==> src/rtl/matrix_loader_if.sv <==
// Host byte streams, shared-memory port and control-unit strobes of
// matrix_loader. master = loader side, slave = host/memory/control side.
interface matrix_loader_if;
  logic         in_valid;
  logic [7:0]   in_data;
  logic         in_ready;
  logic         out_valid;
  logic [7:0]   out_data;
  logic         out_ready;
  logic [1:0]   mem_address;
  logic [199:0] mem_data;
  logic         mem_wren;
  logic [199:0] mem_q;
  logic         mem_own;
  logic         start;
  logic         ready;
  logic         overflow;
  logic         ovf_flag;
  logic         busy;

  modport master (
    input  in_valid, in_data, out_ready,
    input  mem_q, ready, overflow,
    output in_ready, out_valid, out_data,
    output mem_address, mem_data, mem_wren, mem_own,
    output start, ovf_flag, busy
  );

  modport slave (
    output in_valid, in_data, out_ready,
    output mem_q, ready, overflow,
    input  in_ready, out_valid, out_data,
    input  mem_address, mem_data, mem_wren, mem_own,
    input  start, ovf_flag, busy
  );
endinterface

==> src/rtl/matrix_loader.sv <==
// Host front end: packs a 52-byte frame into memory words 0..2, starts the
// coprocessor; readback of word 3 exists only with MATRIX_LOADER_READBACK_EN.
module matrix_loader #(
  parameter int unsigned RD_LAT = 1
) (
  input logic             clk_coprocessor,
  input logic             rst,
  matrix_loader_if.master bus
);

`ifdef MATRIX_LOADER_READBACK_EN
  typedef enum logic [2:0] {
    S_RECV, S_WR0, S_WR1, S_WR2,
    S_START, S_WAIT, S_RD, S_TX
  } state_e;
`else
  typedef enum logic [2:0] {
    S_RECV, S_WR0, S_WR1, S_WR2,
    S_START, S_WAIT
  } state_e;
`endif

  state_e       state_q, state_d;
  logic [5:0]   cnt_q, cnt_d;
  logic [7:0]   msize_q, msize_d;
  logic [7:0]   opcode_q, opcode_d;
  logic [199:0] a_q, a_d;
  logic [199:0] b_q, b_d;
  logic         ovf_q, ovf_d;

  logic         in_ready_q, in_ready_d;
  logic [1:0]   mem_address_q, mem_address_d;
  logic [199:0] mem_data_q, mem_data_d;
  logic         mem_wren_q, mem_wren_d;
  logic         mem_own_q, mem_own_d;
  logic         start_q, start_d;
  logic         busy_q, busy_d;

  logic         in_hs;
  assign in_hs = bus.in_valid && in_ready_q;

`ifdef MATRIX_LOADER_READBACK_EN
  localparam logic [7:0] RD_LAST = RD_LAT[7:0];

  logic [7:0]   rd_cnt_q, rd_cnt_d;
  logic [4:0]   tx_cnt_q, tx_cnt_d;
  logic [199:0] sh_q, sh_d;
  logic         out_valid_q, out_valid_d;
  logic [7:0]   out_data_q, out_data_d;
  logic         out_hs;

  assign out_hs = out_valid_q && bus.out_ready;
`endif

  always_comb begin
    state_d  = state_q;
    cnt_d    = cnt_q;
    msize_d  = msize_q;
    opcode_d = opcode_q;
    a_d      = a_q;
    b_d      = b_q;
    ovf_d    = ovf_q;
`ifdef MATRIX_LOADER_READBACK_EN
    rd_cnt_d   = rd_cnt_q;
    tx_cnt_d   = tx_cnt_q;
    sh_d       = sh_q;
    out_data_d = out_data_q;
`endif

    unique case (state_q)
      S_RECV: begin
        if (in_hs) begin
          cnt_d = cnt_q + 6'd1;
          // Matrices shift in from the LSB end so byte 0 ends up at the MSB
          unique case (1'b1)
            cnt_q == 6'd0:
              msize_d = bus.in_data;
            cnt_q == 6'd1:
              opcode_d = bus.in_data;
            (cnt_q >= 6'd2) && (cnt_q <= 6'd26):
              a_d = {a_q[191:0], bus.in_data};
            cnt_q >= 6'd27:
              b_d = {b_q[191:0], bus.in_data};
            default: ;
          endcase
          if (cnt_q == 6'd51) begin
            cnt_d   = '0;
            state_d = S_WR0;
          end
        end
      end
      S_WR0:   state_d = S_WR1;
      S_WR1:   state_d = S_WR2;
      S_WR2:   state_d = S_START;
      S_START: state_d = S_WAIT;
      S_WAIT: begin
        if (bus.ready) begin
          ovf_d = bus.overflow;
`ifdef MATRIX_LOADER_READBACK_EN
          rd_cnt_d = '0;
          state_d  = S_RD;
`else
          state_d  = S_RECV;
`endif
        end
      end
`ifdef MATRIX_LOADER_READBACK_EN
      S_RD: begin
        if (rd_cnt_q == RD_LAST) begin
          sh_d       = bus.mem_q;
          out_data_d = {7'b0, ovf_q};
          tx_cnt_d   = '0;
          state_d    = S_TX;
        end else begin
          rd_cnt_d = rd_cnt_q + 8'd1;
        end
      end
      S_TX: begin
        if (out_hs) begin
          if (tx_cnt_q == 5'd25) begin
            out_data_d = '0;
            state_d    = S_RECV;
          end else begin
            out_data_d = sh_q[199:192];
            sh_d       = {sh_q[191:0], 8'h00};
            tx_cnt_d   = tx_cnt_q + 5'd1;
          end
        end
      end
`endif
      default: state_d = S_RECV;
    endcase

    // Outputs are registered copies of what the next state wants
    in_ready_d    = (state_d == S_RECV);
    busy_d        = (state_d != S_RECV);
    start_d       = (state_d == S_START);
    mem_own_d     = !((state_d == S_START) ||
                      (state_d == S_WAIT));
    mem_wren_d    = 1'b0;
    mem_address_d = 2'd0;
    mem_data_d    = '0;
`ifdef MATRIX_LOADER_READBACK_EN
    out_valid_d   = (state_d == S_TX);
`endif

    unique case (state_d)
      S_WR0: begin
        mem_wren_d    = 1'b1;
        mem_address_d = 2'd0;
        mem_data_d    = {184'b0, opcode_d, msize_d};
      end
      S_WR1: begin
        mem_wren_d    = 1'b1;
        mem_address_d = 2'd1;
        mem_data_d    = a_d;
      end
      S_WR2: begin
        mem_wren_d    = 1'b1;
        mem_address_d = 2'd2;
        mem_data_d    = b_d;
      end
`ifdef MATRIX_LOADER_READBACK_EN
      S_RD: begin
        mem_address_d = 2'd3;
      end
`endif
      default: ;
    endcase
  end

  always_ff @(posedge clk_coprocessor or posedge rst) begin
    if (rst) begin
      state_q       <= S_RECV;
      cnt_q         <= '0;
      msize_q       <= '0;
      opcode_q      <= '0;
      a_q           <= '0;
      b_q           <= '0;
      ovf_q         <= 1'b0;
      in_ready_q    <= 1'b0;
      mem_address_q <= '0;
      mem_data_q    <= '0;
      mem_wren_q    <= 1'b0;
      mem_own_q     <= 1'b1;
      start_q       <= 1'b0;
      busy_q        <= 1'b0;
    end else begin
      state_q       <= state_d;
      cnt_q         <= cnt_d;
      msize_q       <= msize_d;
      opcode_q      <= opcode_d;
      a_q           <= a_d;
      b_q           <= b_d;
      ovf_q         <= ovf_d;
      in_ready_q    <= in_ready_d;
      mem_address_q <= mem_address_d;
      mem_data_q    <= mem_data_d;
      mem_wren_q    <= mem_wren_d;
      mem_own_q     <= mem_own_d;
      start_q       <= start_d;
      busy_q        <= busy_d;
    end
  end

`ifdef MATRIX_LOADER_READBACK_EN
  always_ff @(posedge clk_coprocessor or posedge rst) begin
    if (rst) begin
      rd_cnt_q    <= '0;
      tx_cnt_q    <= '0;
      sh_q        <= '0;
      out_valid_q <= 1'b0;
      out_data_q  <= '0;
    end else begin
      rd_cnt_q    <= rd_cnt_d;
      tx_cnt_q    <= tx_cnt_d;
      sh_q        <= sh_d;
      out_valid_q <= out_valid_d;
      out_data_q  <= out_data_d;
    end
  end

  assign bus.out_valid = out_valid_q;
  assign bus.out_data  = out_data_q;
`else
  logic unused_rb;
  assign unused_rb = ^{bus.mem_q, bus.out_ready,
                       RD_LAT != 32'd0};

  assign bus.out_valid = 1'b0;
  assign bus.out_data  = '0;
`endif

  assign bus.in_ready    = in_ready_q;
  assign bus.mem_address = mem_address_q;
  assign bus.mem_data    = mem_data_q;
  assign bus.mem_wren    = mem_wren_q;
  assign bus.mem_own     = mem_own_q;
  assign bus.start       = start_q;
  assign bus.ovf_flag    = ovf_q;
  assign bus.busy        = busy_q;

endmodule

==> src/flat_wrapper.sv <==
// flat-port wrapper written by rule: the top's interface ports become plain ports
module matrix_loader_flat 
#(
  parameter int unsigned RD_LAT = 1
)
  (clk_coprocessor, rst, bus_in_valid, bus_in_data, bus_out_ready, bus_mem_q, bus_ready, bus_overflow, bus_in_ready, bus_out_valid, bus_out_data, bus_mem_address, bus_mem_data, bus_mem_wren, bus_mem_own, bus_start, bus_ovf_flag, bus_busy);
  matrix_loader_if bus_i ();
  input logic clk_coprocessor;
  input logic rst;
  input wire logic [$bits(bus_i.in_valid)-1:0] bus_in_valid;
  input wire logic [$bits(bus_i.in_data)-1:0] bus_in_data;
  input wire logic [$bits(bus_i.out_ready)-1:0] bus_out_ready;
  input wire logic [$bits(bus_i.mem_q)-1:0] bus_mem_q;
  input wire logic [$bits(bus_i.ready)-1:0] bus_ready;
  input wire logic [$bits(bus_i.overflow)-1:0] bus_overflow;
  output wire logic [$bits(bus_i.in_ready)-1:0] bus_in_ready;
  output wire logic [$bits(bus_i.out_valid)-1:0] bus_out_valid;
  output wire logic [$bits(bus_i.out_data)-1:0] bus_out_data;
  output wire logic [$bits(bus_i.mem_address)-1:0] bus_mem_address;
  output wire logic [$bits(bus_i.mem_data)-1:0] bus_mem_data;
  output wire logic [$bits(bus_i.mem_wren)-1:0] bus_mem_wren;
  output wire logic [$bits(bus_i.mem_own)-1:0] bus_mem_own;
  output wire logic [$bits(bus_i.start)-1:0] bus_start;
  output wire logic [$bits(bus_i.ovf_flag)-1:0] bus_ovf_flag;
  output wire logic [$bits(bus_i.busy)-1:0] bus_busy;
  assign bus_i.in_valid = bus_in_valid;
  assign bus_i.in_data = bus_in_data;
  assign bus_i.out_ready = bus_out_ready;
  assign bus_i.mem_q = bus_mem_q;
  assign bus_i.ready = bus_ready;
  assign bus_i.overflow = bus_overflow;
  assign bus_in_ready = bus_i.in_ready;
  assign bus_out_valid = bus_i.out_valid;
  assign bus_out_data = bus_i.out_data;
  assign bus_mem_address = bus_i.mem_address;
  assign bus_mem_data = bus_i.mem_data;
  assign bus_mem_wren = bus_i.mem_wren;
  assign bus_mem_own = bus_i.mem_own;
  assign bus_start = bus_i.start;
  assign bus_ovf_flag = bus_i.ovf_flag;
  assign bus_busy = bus_i.busy;
  matrix_loader #(.RD_LAT(RD_LAT)) u_core (.clk_coprocessor(clk_coprocessor), .rst(rst), .bus(bus_i));
endmodule
==> config.mk <==
export PLATFORM = sky130hd
export DESIGN_NAME = matrix_loader_flat
export DESIGN_NICKNAME = d
export VERILOG_FILES = /design/src/rtl/matrix_loader_if.sv /design/src/rtl/matrix_loader.sv /design/src/flat_wrapper.sv
export SDC_FILE = /design/constraint.sdc
export NUM_CORES = 1
export LEC_CHECK = 0
export ABC_AREA = 1
export CAP_MARGIN = 0
export CORE_ASPECT_RATIO = 0.9
export CORE_UTILIZATION = 58
export DETAILED_ROUTE_END_ITERATION = 16
export PLACE_DENSITY = 0.85
export SLEW_MARGIN = 20
export SYNTH_ARGS = -nofsm -noshare
export SYNTH_HDL_FRONTEND = slang
export SYNTH_SLANG_ARGS = --single-unit
==> constraint.sdc <==
create_clock -name clk_coprocessor -period 42.5 [get_ports clk_coprocessor]
set_input_delay 12.75 -clock clk_coprocessor [delete_from_list [all_inputs] [get_ports clk_coprocessor]]
set_output_delay 12.75 -clock clk_coprocessor [all_outputs]
set_load 0.01 [all_outputs]
# == Yosys cells after proc, flatten, opt, wreduce, memory -nomap -nowiden ==
# Index checks and enable logic that the tools add are counted.
# word_totals
inputBits,214
out_inout_bits,217
ff_bits,633
# classes
order_cmp,3
n_reduce_logical,11
eq_ne,12
n_mux,20
add_sub_neg,1
# op_table
op,n
$mux W200,6
$pmux W200 S3,1
$mux W8,6
$pmux W3 S6,1
$eq A3 B2 Y1 const B,4
$eq A3 B3 Y1 const B,4
$mux W3,3
$add A6 B1 Y6 const B,1
$eq A3 B1 Y1 const B,2
$eq A6 B1 Y1 const B,1
$eq A6 B6 Y1 const B,1
$ge A6 B2 Y1 const B,1
$ge A6 B5 Y1 const B,1
$le A6 B5 Y1 const B,1
$logic_not A3 Y1,2
$logic_not A6 Y1,1
$mux W6,1
$pmux W2 S2,1
$reduce_and A2 Y1,2
$reduce_bool A3 Y1,1
$reduce_or A3 Y1,1
$logic_and A1 B1 Y1,2
$logic_not A1 Y1,1
$logic_or A1 B1 Y1,1
$mux W1,1

# == Longest topological paths before layout ==
# logic_depth
depth_word,7
ltp_mapped,11

# == Worst setup path before layout ==
# Ideal clock, no wire load.
# synth_timing
path_type,input to register
from,input port bus_in_valid
to,register u_core.a_q[100]
arrival_time_ns,13.614
path_stages,9
n_path_buf,2
required_ns,42.384
setup_ns,0.116
setup_slack_ns,28.770
path_cell_list,nand3_1 > nor2_4 > inv_2 > nor2_2 > nand2_1 > buf_2 > buf_2 > nand2_1 > nand2_1
# synth_between
elab_chain_cells,3
# synth_rtl
item,line_no,source
from (decl),flat_wrapper.sv:10,input wire logic [$bits(bus_i.in_valid)-1:0] bus_in_valid;
$logic_and A1 B1 Y1,matrix_loader.sv:40,assign in_hs = bus.in_valid && in_ready_q;
$mux W200,matrix_loader.sv:72,if (in_hs) begin
$mux W200,matrix_loader.sv:70,unique case (state_q)
via u_core.a_d[100],matrix_loader.sv:27,"logic [199:0] a_q, a_d;"
to (signal assigned),matrix_loader.sv:178,a_q <= '0;
to (signal assigned),matrix_loader.sv:193,a_q <= a_d;
to (decl),matrix_loader.sv:27,
# The timed path passes the listed nets, and every way through them passes these cells.
# A chain may end at the register's enable or synchronous reset.

# == Worst setup path after layout ==
# layout_timing
from,input port bus_in_valid
to,register u_core.a_q[98]
# Same word-level chain as after synthesis.

==> results by group <==
Run status
  • Status: completed

Clocking
  • CTS tree: done
  • Root Buffer: clkbuf_16
  • Post-CTS Setup Repair Bufs: 0
  • CTS clk-pin slew, worst paths: 70 ps
  • CTS sink cnt: 633
  • Worst-skew pair later-pin latency: about 630 ps
  • Clk buf depth: 3
  • Count of hold-fix buffers inserted at cts: 0
  • Num CTS Buffers: 61
  • H-tree depth: 2
  • CTS resizes: 0

Timing
  • Slew Limit Fails: 0
  • Final WS setup: 26020 ps
  • FMAX: 0.0607 GHz
  • Final Hold Viols: 0
  • Setup TNS: 0 ps
  • Worst-Margin Slew: roughly 1200 ps
  • Clock skew: roughly 20 ps
  • RSZ-0062 raised after global routing: no
  • Final period util: 38.8%
  • Max-slew headroom: 17.2%
  • # setup viols final: 0
  • Minimum clock period: 16480 ps

Yosys
  • Avg Cell Area, Syn: approximately 9.1 µm²
  • Synth Warn #: 0
  • Register area share after synthesis: 60.2%
  • Post-synthesis register bit count: 633
  • Cells after Synth: 2907
  • Mapped Area: 26300 µm²
  • Post-synthesis async set-or-reset flop share: 100%
  • Post-synth top flop: dfrtp_1
  • Number of synthesized flops with an enable pin: 0
  • Synth cell types: 25

Worst setup path
  • Reg2Reg Depth: 11
  • Worst EP arrival: around 17000 ps
  • Worst R2R End: u_core.a_q[98]
  • Critical Path End Type: flop
  • FF-to-FF Start: u_core.state_q[1]
  • CP max FO: 222
  • Critical path class: input pin to flop
  • CP startpoint kind: input pin
  • Worst Path Required: 43000 ps
  • Reg2reg setup slack: around 37000 ps

Finish
  • Synth-to-Final Area Change: 15.1%
  • Most frequent cells in the layout: nand2_1 (1065), dfrtp_1 (630), nand3_1 (425)
  • Antenna diode count: 0
  • Core Util, Final: 68.1%
  • Reg area: 15800 µm²
  • Commonest non-fill, non-tap cell in the layout: nand2_1
  • Layout cell share with drive strength beyond 1: 4.75%
  • Footprint of the multi-input gates: 9030 µm²
  • # fillers: 3244
  • Final nets: roughly 3200

Hold path
  • Worst hold path class: flop to flop
  • Hold depth: 2
  • Worst Min Path Start: u_core.b_q[199]
  • Sink of the worst hold path: u_core.b_q[199]

Floorplan
  • Row count: 73
  • Total core area: 44500 µm²
  • Die area: 46200 µm²
  • Initial Util: roughly 59%
  • Die height: 204 µm
  • Top Ports: approximately 430
  • Die width: around 230 µm

Pwr
  • Worst vdd ir: 45.3 µV
  • Power Density: around 51 nW/µm²
  • Leakage: 16.1 nW

Global route
  • Initial antenna violation count: 1
  • Total gr overflow: 0
  • Vias in the first global route: 22200
  • GR Util All Layers: 31.5%
  • First-pass GRT wire length: between 100000 and 150000 µm
  • Largest net degree at the start of global routing: 259

Place
  • Port Buffers: 220
  • GPL Wtd Cong: around 0.86
  • Dpl ws: 25560 ps
  • HPWL Detailed: 37500 µm

Route
  • DRT Pass-1 Iters: 6
  • Residual DRC: 0
  • Vias: 22600
  • Drt total wl: 72500 µm
  • DRT iter0 DRCs: 3633
  • Per-cell routed wire length: 20.2 µm
  • Post-route ant nets: 0
  • Mean number of vias per cell: between 6 and 7

Run
  • Maxcap violations: 0
-- area by class of cell --
| type | count | share of cell area, % |
|---|---|---|
| Clock inverter | 20 | 0.496 |
| Clock buffer | 90 | 6.07 |
| Sequential cell | 633 | 52.3 |
| Tap cell | 600 | 2.48 |
| Multi-Input combinational cell | 1954 | 29.8 |
| Inverter | 50 | 0.702 |
| Timing Repair Buffer | 242 | 8.09 |
-- critical path, stage by stage --
cell and delay [ps]:
clkdlybuf4s50_1 470, nand3_1 120, nor2_4 160, buf_12 650
inv_2 120, nor2_4 140, buf_12 620, nand2_4 560
buf_4 560, nand2_1 210, nand2_1 90
-- where the power goes --
part,switching (W),total (W),internal [W]
Clock,0.000232,0.000536,0.000304
Sequential,0.0000450,0.000680,0.000635
Combinational,0.000269,0.000324,0.0000546
-- sequential cells by signal, indices dropped and copies added, names as in the netlist --
register and cells:
u_core.bus.in_ready 1, u_core.cnt_q 6, u_core.bus.start 1, u_core.b_q 200, u_core.bus.busy 1, u_core.bus.mem_wren 1, u_core.msize_q 8, u_core.state_q 3
u_core.bus.mem_data 200, u_core.bus.ovf_flag 1, u_core.bus.mem_own 1, u_core.bus.mem_address 2, u_core.opcode_q 8, u_core.a_q 200
-- synthesized netlist by cell type (2+ instances only) --
library cell	n	share of area [%]
a21oi_1	2	0.038
and2_1	8	0.19
buf_1	23	0.33
buf_2	89	1.7
buf_4	22	0.63
buf_6	12	0.51
clkbuf_1	132	1.9
dfrtp_1	632	60
ha_1	4	0.19
inv_1	44	0.63
inv_2	6	0.086
nand2_1	1068	15
nand3_1	426	8.1
nand4_1	403	9.6
nor2_1	10	0.14
nor2_2	4	0.095
nor3_1	3	0.057
o21ai_0	12	0.23
-- cells by family (layout without fill, tap and decap cells) --
logic type      Yosys count  count (layout)  synth area share (%)
buf+inv                 328             402                  5.76
mux                       1               1                0.0428
compound gates           14              14                 0.266
fa+ha+maj                 4               4                 0.190
flops                   633             633                  60.2
simple gates           1924            1924                  33.5
xor+xnor                  2               2                0.0666
other cells               1               9                0.0142
-- worst max-delay path by stage --
stage                             from              end  cells past startpoint
after floorplan                    rst    u_core.a_q[0]                      1
after global placement    bus_in_valid  u_core.a_q[123]                     11
after detailed placement  bus_in_valid   u_core.a_q[63]                     11
after CTS                 bus_in_valid   u_core.a_q[98]                     11
after global routing      bus_in_valid  u_core.a_q[100]                     11
final                     bus_in_valid   u_core.a_q[98]                     11
-- metal layers --
metal | GRT usage [%] | vias up | routed length (µm) | share of wire, %
met1 | 43.3 | 11200 | 28000 | 39
met3 | 6.22 | 182 | 7300 | 10
met5 | 0 | - | 13 | 0.018
met4 | 13.1 | 2 | 2200 | 3.0
met2 | 49.2 | 1403 | 35000 | 48
li1 | - | 9817 | - | -
-- per-stage QoR --
step / std cells / instance area (µm²) / hold slack [ps] / power, W
after global routing: 3589 / 30300 / 488 / 0.00159
after floorplan: 2915 / 26300 / 438 / 0.000901
after global placement: 3479 / 28300 / 451 / 0.000994
final: 3589 / 30300 / 474 / 0.00154
after CTS: 3589 / 30300 / 471 / 0.00153
after detailed placement: 3479 / 28300 / 454 / 0.00100
Power figures use the tool's default switching activity.
